===== config.mk =====
export PLATFORM = sky130hd
export DESIGN_NAME = pipeline_ctrl_flat
export DESIGN_NICKNAME = d
export VERILOG_FILES = /design/src/rtl/pipeline_ctrl_if.sv /design/src/rtl/pipeline_ctrl.sv /design/src/flat_wrapper.sv
export SDC_FILE = /design/constraint.sdc
export NUM_CORES = 1
export LEC_CHECK = 0
export ABC_AREA = 1
export CAP_MARGIN = 20
export CORE_MARGIN = 1.5
export CORE_UTILIZATION = 50
export DETAILED_ROUTE_END_ITERATION = 10
export GPL_TIMING_DRIVEN = 1
export PLACE_DENSITY = 0.77
export SYNTH_ARGS = -nofsm -noshare
export SYNTH_HDL_FRONTEND = slang
export SYNTH_SLANG_ARGS = --single-unit

===== constraint.sdc =====
create_clock -name clk -period 2.2 [get_ports clk]
set_clock_uncertainty 0.2 [all_clocks]
set_input_delay 0.44 -clock clk [delete_from_list [all_inputs] [get_ports clk]]
set_output_delay 0.44 -clock clk [all_outputs]
set_load 0.02 [all_outputs]

===== src/rtl/pipeline_ctrl_if.sv =====
// Control/status bundle between the pipeline sequencer and the stage registers.
// The master side drives the event inputs; the slave side is the sequencer.
interface pipeline_ctrl_if #(
    parameter int unsigned STAT_W = 16
);
    logic              branch_taken;
    logic              raw_hazard;
    logic              mem_access;
    logic              clr_stats;
    logic              freeze_front;
    logic              freeze_back;
    logic              flush_if;
    logic              flush_id;
    logic              mem_busy;
    logic [STAT_W-1:0] stall_cycles;
    logic [STAT_W-1:0] flush_events;

    modport master (
        output branch_taken, raw_hazard, mem_access, clr_stats,
        input  freeze_front, freeze_back, flush_if, flush_id, mem_busy,
               stall_cycles, flush_events
    );

    modport slave (
        input  branch_taken, raw_hazard, mem_access, clr_stats,
        output freeze_front, freeze_back, flush_if, flush_id, mem_busy,
               stall_cycles, flush_events
    );
endinterface


===== src/rtl/pipeline_ctrl.sv =====
// Pipeline sequencer: resolves branch flushes, RAW bubbles and data-memory
// wait states into freeze/flush controls, and keeps saturating statistics.
module pipeline_ctrl #(
    parameter int unsigned MEM_WAIT_CYCLES = 5,
    parameter int unsigned CNT_W           = 4,
    parameter int unsigned STAT_W          = 16
) (
    input logic             clk,
    input logic             rst,
    pipeline_ctrl_if.slave  bus
);
    localparam bit               MEM_EN   = (MEM_WAIT_CYCLES != 0);
    localparam logic [CNT_W-1:0] CNT_LOAD = (MEM_WAIT_CYCLES == 0) ? '0
                                            : CNT_W'(MEM_WAIT_CYCLES - 1);
    localparam logic [STAT_W-1:0] STAT_MAX = {STAT_W{1'b1}};

    typedef enum logic {
        RUN      = 1'b0,
        MEM_WAIT = 1'b1
    } state_t;

    state_t             state_q, state_d;
    logic [CNT_W-1:0]   cnt_q, cnt_d;
    logic [STAT_W-1:0]  stall_q, flush_q;
    logic               freeze_front, freeze_back, flush_if, flush_id;
    logic               resolve;

    // State and wait counter
    always_ff @(posedge clk) begin
        if (rst) begin
            state_q <= RUN;
            cnt_q   <= '0;
        end else begin
            state_q <= state_d;
            cnt_q   <= cnt_d;
        end
    end

    // Next state and zero-latency controls; branch/hazard resolution is shared
    // between RUN and the release cycle of MEM_WAIT.
    always_comb begin
        state_d      = state_q;
        cnt_d        = cnt_q;
        freeze_front = 1'b0;
        freeze_back  = 1'b0;
        flush_if     = 1'b0;
        flush_id     = 1'b0;
        resolve      = 1'b0;

        unique case (state_q)
            RUN: begin
                if (MEM_EN && bus.mem_access) begin
                    freeze_front = 1'b1;
                    freeze_back  = 1'b1;
                    state_d      = MEM_WAIT;
                    cnt_d        = CNT_LOAD;
                end else begin
                    resolve = 1'b1;
                end
            end
            MEM_WAIT: begin
                if (cnt_q != '0) begin
                    freeze_front = 1'b1;
                    freeze_back  = 1'b1;
                    cnt_d        = cnt_q - CNT_W'(1);
                end else begin
                    resolve = 1'b1;
                    state_d = RUN;
                end
            end
            default: state_d = RUN;
        endcase

        if (resolve) begin
            if (bus.branch_taken) begin
                flush_if = 1'b1;
                flush_id = 1'b1;
            end else if (bus.raw_hazard) begin
                freeze_front = 1'b1;
                flush_id     = 1'b1;
            end
        end

        if (rst) begin
            freeze_front = 1'b0;
            freeze_back  = 1'b0;
            flush_if     = 1'b0;
            flush_id     = 1'b0;
        end
    end

    // Saturating statistics; clear wins over increment
    always_ff @(posedge clk) begin
        if (rst || bus.clr_stats) begin
            stall_q <= '0;
            flush_q <= '0;
        end else begin
            if (freeze_front && (stall_q != STAT_MAX)) stall_q <= stall_q + STAT_W'(1);
            if (flush_if && (flush_q != STAT_MAX))     flush_q <= flush_q + STAT_W'(1);
        end
    end

    assign bus.freeze_front = freeze_front;
    assign bus.freeze_back  = freeze_back;
    assign bus.flush_if     = flush_if;
    assign bus.flush_id     = flush_id;
    assign bus.mem_busy     = (state_q == MEM_WAIT) && !rst;
    assign bus.stall_cycles = stall_q;
    assign bus.flush_events = flush_q;
endmodule

===== src/flat_wrapper.sv =====
// flat-port wrapper written by rule: the top's interface ports become plain ports
module pipeline_ctrl_flat 
#(
    parameter int unsigned MEM_WAIT_CYCLES = 5,
    parameter int unsigned CNT_W           = 4,
    parameter int unsigned STAT_W          = 16
)
  (clk, rst, bus_branch_taken, bus_raw_hazard, bus_mem_access, bus_clr_stats, bus_freeze_front, bus_freeze_back, bus_flush_if, bus_flush_id, bus_mem_busy, bus_stall_cycles, bus_flush_events);
  pipeline_ctrl_if #(.STAT_W(STAT_W)) bus_i ();
  input logic clk;
  input logic rst;
  input wire logic [$bits(bus_i.branch_taken)-1:0] bus_branch_taken;
  input wire logic [$bits(bus_i.raw_hazard)-1:0] bus_raw_hazard;
  input wire logic [$bits(bus_i.mem_access)-1:0] bus_mem_access;
  input wire logic [$bits(bus_i.clr_stats)-1:0] bus_clr_stats;
  output wire logic [$bits(bus_i.freeze_front)-1:0] bus_freeze_front;
  output wire logic [$bits(bus_i.freeze_back)-1:0] bus_freeze_back;
  output wire logic [$bits(bus_i.flush_if)-1:0] bus_flush_if;
  output wire logic [$bits(bus_i.flush_id)-1:0] bus_flush_id;
  output wire logic [$bits(bus_i.mem_busy)-1:0] bus_mem_busy;
  output wire logic [$bits(bus_i.stall_cycles)-1:0] bus_stall_cycles;
  output wire logic [$bits(bus_i.flush_events)-1:0] bus_flush_events;
  assign bus_i.branch_taken = bus_branch_taken;
  assign bus_i.raw_hazard = bus_raw_hazard;
  assign bus_i.mem_access = bus_mem_access;
  assign bus_i.clr_stats = bus_clr_stats;
  assign bus_freeze_front = bus_i.freeze_front;
  assign bus_freeze_back = bus_i.freeze_back;
  assign bus_flush_if = bus_i.flush_if;
  assign bus_flush_id = bus_i.flush_id;
  assign bus_mem_busy = bus_i.mem_busy;
  assign bus_stall_cycles = bus_i.stall_cycles;
  assign bus_flush_events = bus_i.flush_events;
  pipeline_ctrl #(.MEM_WAIT_CYCLES(MEM_WAIT_CYCLES), .CNT_W(CNT_W), .STAT_W(STAT_W)) u_core (.clk(clk), .rst(rst), .bus(bus_i));
endmodule

==> impl_metrics.env, run 1 <==
export IMPL_grt_overflow=0
export IMPL_ir_drop_uv=325
export IMPL_register_area_um2=741
export IMPL_reg2reg_depth=9
export IMPL_crit_chain="clkdlybuf4s50_1 > inv_1 > nand3_1 > nand2_1 > buf_2"
export IMPL_crit_arrival_ns=1.48
export IMPL_synth_main_ff_cell="dfxtp_1"
export IMPL_slowest_stage="clkdlybuf4s50_1"
export IMPL_cp_start_kind="primary input"
export IMPL_multi_input_area_um2=1420
export IMPL_ys_warn_count=0
export IMPL_nNetsFinal=426
export IMPL_met3_usage=0.0450
export IMPL_track_usage=0.227
export IMPL_cp_max_fo=4
export IMPL_via_per_inst=5.10
export IMPL_setup_violations=0
export IMPL_p_leak_uw=0.00109
export IMPL_place_ws_ns=-0.364
export IMPL_period_share=0.964
export IMPL_cts_sinks=37
export IMPL_ys_seq_area_frac=0.315
export IMPL_hold_viol_final=0
export IMPL_synth_cell_type_count=30
export IMPL_place_inst=462
export IMPL_antenna_found_initial=0
export IMPL_syn_to_final_growth_pct=28.0
export IMPL_rows=24
export IMPL_end_kind="output port"
export IMPL_wl_per_cell_um=11.8
export IMPL_worst_pin_slew_ns=0.332
export IMPL_syn_nets=369
export IMPL_crit_start="rst"
export IMPL_critPathCapture="bus_freeze_front"
export IMPL_drv_slew=0
export IMPL_drt_initial_drc_count=149
export IMPL_final_core_util=0.678
export IMPL_core_um2=4440
export IMPL_p_seq_frac=0.426
export IMPL_ys_seq_elements=37
export IMPL_gp_congestion=0.859
export IMPL_die_w_um=71.6
export IMPL_dr_pass1_iters=6
export IMPL_critPathMaxStageDelay_ns=0.52
export IMPL_r2r_end="u_core.bus.stall_cycles[11]$_SDFFE_PP0P_"
export IMPL_fmax_ghz=0.472
export IMPL_power_density_nw_per_um2=544
export IMPL_port_buffers=42
export IMPL_vias=2397
export IMPL_p_sw_frac=0.252
export IMPL_drive_gt1_frac=0.156
export IMPL_n_antenna_cell=0
export IMPL_r2r_start="u_core.bus.stall_cycles[1]$_SDFFE_PP0P_"
export IMPL_path_buf_inv=3
export IMPL_die_h_um=71.6
export IMPL_clock_latency_ns=0.29
export IMPL_clk_pin_slew_ns=0.07
export IMPL_outcome="complete, no violations"
export IMPL_grt_pass1_wl_mm=9.41
export IMPL_stdcell_count=470
export IMPL_worst_slack_ns=0.0803
export IMPL_synthArstFlopShare=0
export IMPL_grt_met2_usage=0.373
export IMPL_maxSlewHeadroom=0.778
export IMPL_synth_area_um2=2350
export IMPL_grt_busiest_layer="met2"
export IMPL_initial_core_util=0.529
export IMPL_internal_power_uw=1230
export IMPL_cts_tree="built"
export IMPL_ff2ff_setup_slack_ns=0.32
export IMPL_grt_max_degree=20
export IMPL_cts_htree_levels=2
export IMPL_io_pins=43
export IMPL_cts_max_path_buffers=2
export IMPL_use_met1=0.302
export IMPL_hold_path_class="register to register"
export IMPL_crit_family="buffers and inverters"
export IMPL_required_ns=1.56
export IMPL_fillers=412
export IMPL_timing_final_crit_period_ns=2.12
export IMPL_cp_num_cells=5
export IMPL_maxCapViolations=0
export IMPL_syn_avg_cell_area_um2=6.53
export IMPL_synth_edf_count=0
export IMPL_rsz0062_at_grt="false"
export IMPL_post_cts_buffers=0
export IMPL_postRouteWirelength_mm=5.53
export IMPL_crit_type="primary input to output port"
export IMPL_drc=0
export IMPL_grt_pass1_vias=2173
export IMPL_dp_hpwl_mm=4.05
export IMPL_design_die_area_um2=5130
export IMPL_p_total_uw=1640
export IMPL_cts_buffers=5
export IMPL_antenna_left=0
export IMPL_root_buffer="clkbuf_8"
export IMPL_synthCells=360
export IMPL_power_switching_uw=412
export IMPL_p_comb_frac=0.139
export IMPL_clkPwrFrac=0.435
[layer usage]
metal	up-vias	part of all wire
li1	1264	-
met1	1073	0.47
met2	55	0.47
met3	5	0.044
met4	0	0.0096
met5	-	0
[sequential cells by signal, indices dropped and copies added, names as in the netlist]
register                 flops
u_core.bus.stall_cycles     16
u_core.bus.flush_events     16
u_core.state_q               1
u_core.cnt_q                 4
[cell usage in the layout (no fill, tap or decap)]
master and count:
nand2_1 115, nor2_1 48, clkdlybuf4s50_1 37, dfxtp_1 37, inv_1 29, nand3_1 28
a21oi_1 15, a21oi_2 14, buf_4 14, o21ai_0 10, nand4_1 10, nand2_2 9
xor2_1 8, clkbuf_8 5, nor2_4 4, nand2_4 4, nor2_2 3, xnor2_1 3
ha_1 3, inv_2 2, clkinv_1 2, clkinv_2 2, nand3b_1 2, bufinv_16 2
clkbuf_2 2, buf_2 2, or2_1 1, nand3_2 1, and2_1 1, o22ai_1 1
a211oi_1 1, nor3_1 1, clkdlybuf4s15_1 1, buf_12 1
[final cells by class]
cell class | instances | share of cell area
clock buffer | 5 | 0.0229
tap | 52 | 0.0216
timing repair buffer | 57 | 0.174
multi-input combinational | 282 | 0.471
clock inverter | 3 | 0.0216
sequential | 37 | 0.246
inverter | 34 | 0.0428
[power groups by stage]
stage	registers [µW]	clock network [µW]	logic (µW)
after CTS	697	724	232
final	697	713	228
after detailed placement	713	0	235
after global routing	700	744	254
after floorplan	715	0	149
after global placement	712	0	233
[what timing repair did]
action                     4_1_cts  5_1_grt
resized for setup               11        5
setup endpoints to repair        5        4
pin swaps                        0        0
hold buffers                     0        0
[cells in the mapped netlist, types with 2 or more instances]
library cell | count | area [µm²]
buf_4 | 2 | 15.0
xnor2_1 | 3 | 26.3
nand3b_1 | 2 | 15.0
inv_2 | 2 | 7.51
nand2_1 | 115 | 432
nand4_1 | 10 | 62.6
clkinv_1 | 2 | 7.51
a21oi_1 | 15 | 75.1
xor2_1 | 8 | 70.1
nor2_1 | 48 | 180
o21ai_0 | 10 | 50.1
nand2_4 | 4 | 45.0
nand2_2 | 9 | 56.3
nand3_1 | 28 | 140
nor2_2 | 3 | 18.8
buf_2 | 3 | 15.0
ha_1 | 3 | 37.5
a21oi_2 | 14 | 123
dfxtp_1 | 37 | 741
nor2_4 | 4 | 45.0
inv_1 | 29 | 109
[worst min path at each step]
stage / from / endpoint / slack, ns / cells after the start
2_1_floorplan: u_core.cnt_q[3]$_SDFFE_PP0P_ / u_core.cnt_q[3]$_SDFFE_PP0P_ / 0.27 / 2
3_3_place_gp: u_core.cnt_q[3]$_SDFFE_PP0P_ / u_core.cnt_q[3]$_SDFFE_PP0P_ / 0.28 / 2
3_5_place_dp: u_core.cnt_q[3]$_SDFFE_PP0P_ / u_core.cnt_q[3]$_SDFFE_PP0P_ / 0.29 / 2
4_1_cts: u_core.cnt_q[3]$_SDFFE_PP0P_ / u_core.cnt_q[3]$_SDFFE_PP0P_ / 0.31 / 2
5_1_grt: u_core.cnt_q[3]$_SDFFE_PP0P_ / u_core.cnt_q[3]$_SDFFE_PP0P_ / 0.35 / 2
6_report: u_core.cnt_q[3]$_SDFFE_PP0P_ / u_core.cnt_q[3]$_SDFFE_PP0P_ / 0.30 / 2
[stage by stage]
step	setup TNS, ns	instance area (µm²)	hold slack, ns
detailed placement	-1.41	2900	0.293
CTS	0	3030	0.308
finish	0	3010	0.303
floorplan	0	2350	0.269
global placement	-1.30	2900	0.280
global route	0	3010	0.345
[logic make-up after synthesis]
kind of cell | count (synthesis) | synth area share
xor+xnor | 11 | 0.0410
buf+inv | 41 | 0.0824
compound gates | 41 | 0.111
simple gates | 227 | 0.435
flops | 37 | 0.315
fa+ha+maj | 3 | 0.0160
[worst reg2reg max path: stages (launching register included)]
cell	delay (ns)
dfxtp_1	0.42
ha_1	0.23
nand2_2	0.10
nor2_4	0.20
nand2_4	0.08
clkinv_2	0.06
nand2_4	0.09
nand2_4	0.21
nand2_1	0.08
a21oi_1	0.14
No activity file was read; power rests on OpenSTA's default activity.
==> run 2: changes to the inputs <==
Settings changed: CELL_PAD_IN_SITES_DETAIL_PLACEMENT set to 1, CELL_PAD_IN_SITES_GLOBAL_PLACEMENT set to 2, CORE_UTILIZATION 50 to 28, PLACE_DENSITY 0.77 to not set, PLACE_DENSITY_LB_ADDON set to 0.1.
==> run 2 against run 1 <==
First-iteration DRC count shrank 76%. Global-route usage shrank 6.2 points. Total power shrank 5.0%. Maximum frequency shrank 0.42%.
==> impl_metrics.env, run 2 (synthesis results as in run 1) <==
export IMPL_p_comb_frac=0.156
export IMPL_drc=0
export IMPL_fin_area_um2=3100
export IMPL_postRouteWirelength_mm=6.74
export IMPL_hp_start="u_core.cnt_q[3]$_SDFFE_PP0P_"
export IMPL_crit_arrival_ns=1.49
export IMPL_cts_max_path_buffers=2
export IMPL_rsz0062_at_grt="false"
export IMPL_grt_pass1_wl_mm=11.5
export IMPL_n_antenna_cell=0
export IMPL_critPathMaxStageDelay_ns=0.42
export IMPL_worst_pin_slew_ns=0.374
export IMPL_fmax_ghz=0.470
export IMPL_r2r_start="u_core.cnt_q[0]$_SDFFE_PP0P_"
export IMPL_setup_violations=0
export IMPL_stdcell_count=527
export IMPL_place_inst=519
export IMPL_final_common_cell="nand2_1"
export IMPL_drv_slew=0
export IMPL_p_sw_frac=0.279
export IMPL_port_buffers=42
export IMPL_hold_viol_final=0
export IMPL_drive_gt1_frac=0.166
export IMPL_crit_chain="clkdlybuf4s50_1 > or2_1 > nand3_1 > nand2_2 > buf_4"
export IMPL_dp_hpwl_mm=5.09
export IMPL_die_w_um=94.7
export IMPL_cts_buffers=5
export IMPL_postPlaceCellArea_um2=3010
export IMPL_die_h_um=94.7
export IMPL_power_density_nw_per_um2=502
export IMPL_cp_max_fo=3
export IMPL_clock_latency_ns=0.29
export IMPL_worstHoldPathCells=2
export IMPL_crit_type="primary input to output port"
export IMPL_syn_to_final_growth_pct=31.8
export IMPL_ff2ff_setup_slack_ns=0.29
export IMPL_power_switching_uw=433
export IMPL_wl_per_cell_um=12.8
export IMPL_p_seq_frac=0.448
export IMPL_dr_pass1_iters=4
export IMPL_reg2reg_depth=9
export IMPL_required_ns=1.56
export IMPL_via_per_inst=4.59
export IMPL_rows=33
export IMPL_cts_htree_levels=2
export IMPL_core_um2=8180
export IMPL_ir_drop_uv=195
export IMPL_outcome="complete, no violations"
export IMPL_drt_initial_drc_count=36
export IMPL_nNetsFinal=430
export IMPL_p_total_uw=1560
export IMPL_place_ws_ns=-0.446
export IMPL_holdPathEnd="u_core.cnt_q[3]$_SDFFE_PP0P_"
export IMPL_period_share=0.968
export IMPL_timing_final_crit_period_ns=2.13
export IMPL_internal_power_uw=1120
export IMPL_cp_start_kind="primary input"
export IMPL_initial_core_util=0.288
export IMPL_cts_sinks=37
export IMPL_final_cell_mix="114 x nand2_1, 48 x nor2_1, 37 x dfxtp_1"
export IMPL_vias=2420
export IMPL_maxCapViolations=0
export IMPL_clk_pin_slew_ns=0.09
export IMPL_antenna_left=0
export IMPL_grt_overflow=0
export IMPL_slowest_stage="clkdlybuf4s50_1"
export IMPL_grt_pass1_vias=2376
export IMPL_maxSlewHeadroom=0.750
export IMPL_track_usage=0.165
export IMPL_antenna_found_initial=0
export IMPL_post_cts_buffers=0
export IMPL_end_kind="output port"
export IMPL_r2r_end="u_core.bus.stall_cycles[1]$_SDFFE_PP0P_"
export IMPL_grt_max_degree=24
export IMPL_design_die_area_um2=8960
export IMPL_gp_congestion=0.799
export IMPL_p_leak_uw=0.00111
export IMPL_worst_slack_ns=0.0713
export IMPL_clkPwrFrac=0.396
export IMPL_root_buffer="clkbuf_8"
export IMPL_hold_path_class="register to register"
export IMPL_cts_tree="built"
export IMPL_io_pins=43
-- run 2: through the flow --
step	util	setup TNS, ns	hold WS [ns]
after CTS	0.381	0	0.309
after floorplan	-	0	0.269
after global routing	0.379	0	0.349
after detailed placement	0.368	-3.07	0.294
final	0.379	0	0.312
after global placement	0.368	-2.29	0.285
-- run 2: power groups by stage --
| stage | registers, µW | logic, µW | clock network, µW |
|---|---|---|---|
| final | 697 | 243 | 616 |
| after detailed placement | 713 | 253 | 0 |
| after global placement | 713 | 250 | 0 |
| after floorplan | 715 | 149 | 0 |
| after CTS | 698 | 250 | 652 |
| after global routing | 700 | 269 | 680 |
-- run 2: how the worst max path moves through the flow --
stage,start,end,slack (ns),depth (start not counted)
after CTS,bus_branch_taken,bus_flush_if,0.006,6
final,bus_mem_access,bus_freeze_front,0.07,5
after global placement,rst,bus_freeze_front,-0.42,5
after global routing,u_core.cnt_q[0]$_SDFFE_PP0P_,bus_freeze_back,0.008,6
after detailed placement,rst,bus_freeze_front,-0.45,5
after floorplan,u_core.bus.stall_cycles[0]$_SDFFE_PP0P_,u_core.bus.stall_cycles[12]$_SDFFE_PP0P_,0.34,10
-- run 2: per-layer routing --
layer,up-vias,track usage,wire length [µm]
met5,-,0,0
met4,0,0.0373,68
met3,6,0.0306,171
met2,30,0.297,3400
met1,1110,0.202,3100
li1,1274,-,-
-- run 2: worst max-delay path: cells and delay by family --
kind | cells | cell delay, ns
buffers and inverters | 2 | 0.59
and+or+nand+nor | 3 | 0.45
-- run 2: what timing repair did --
| action | CTS | global route |
|---|---|---|
| setup endpoints to repair | 5 | 4 |
| resized for setup | 17 | 4 |
| pin swaps | 0 | 0 |
| hold buffers | 0 | 0 |
-- run 2: cell type report --
class	count	area (µm²)
multi-input cells	282	1420
repair buffers	61	568
inverters	34	129
flip-flops and latches	37	741
clock buffers	6	72.6
fillers	1057	5070
clock inverters	2	38.8
well taps	105	131
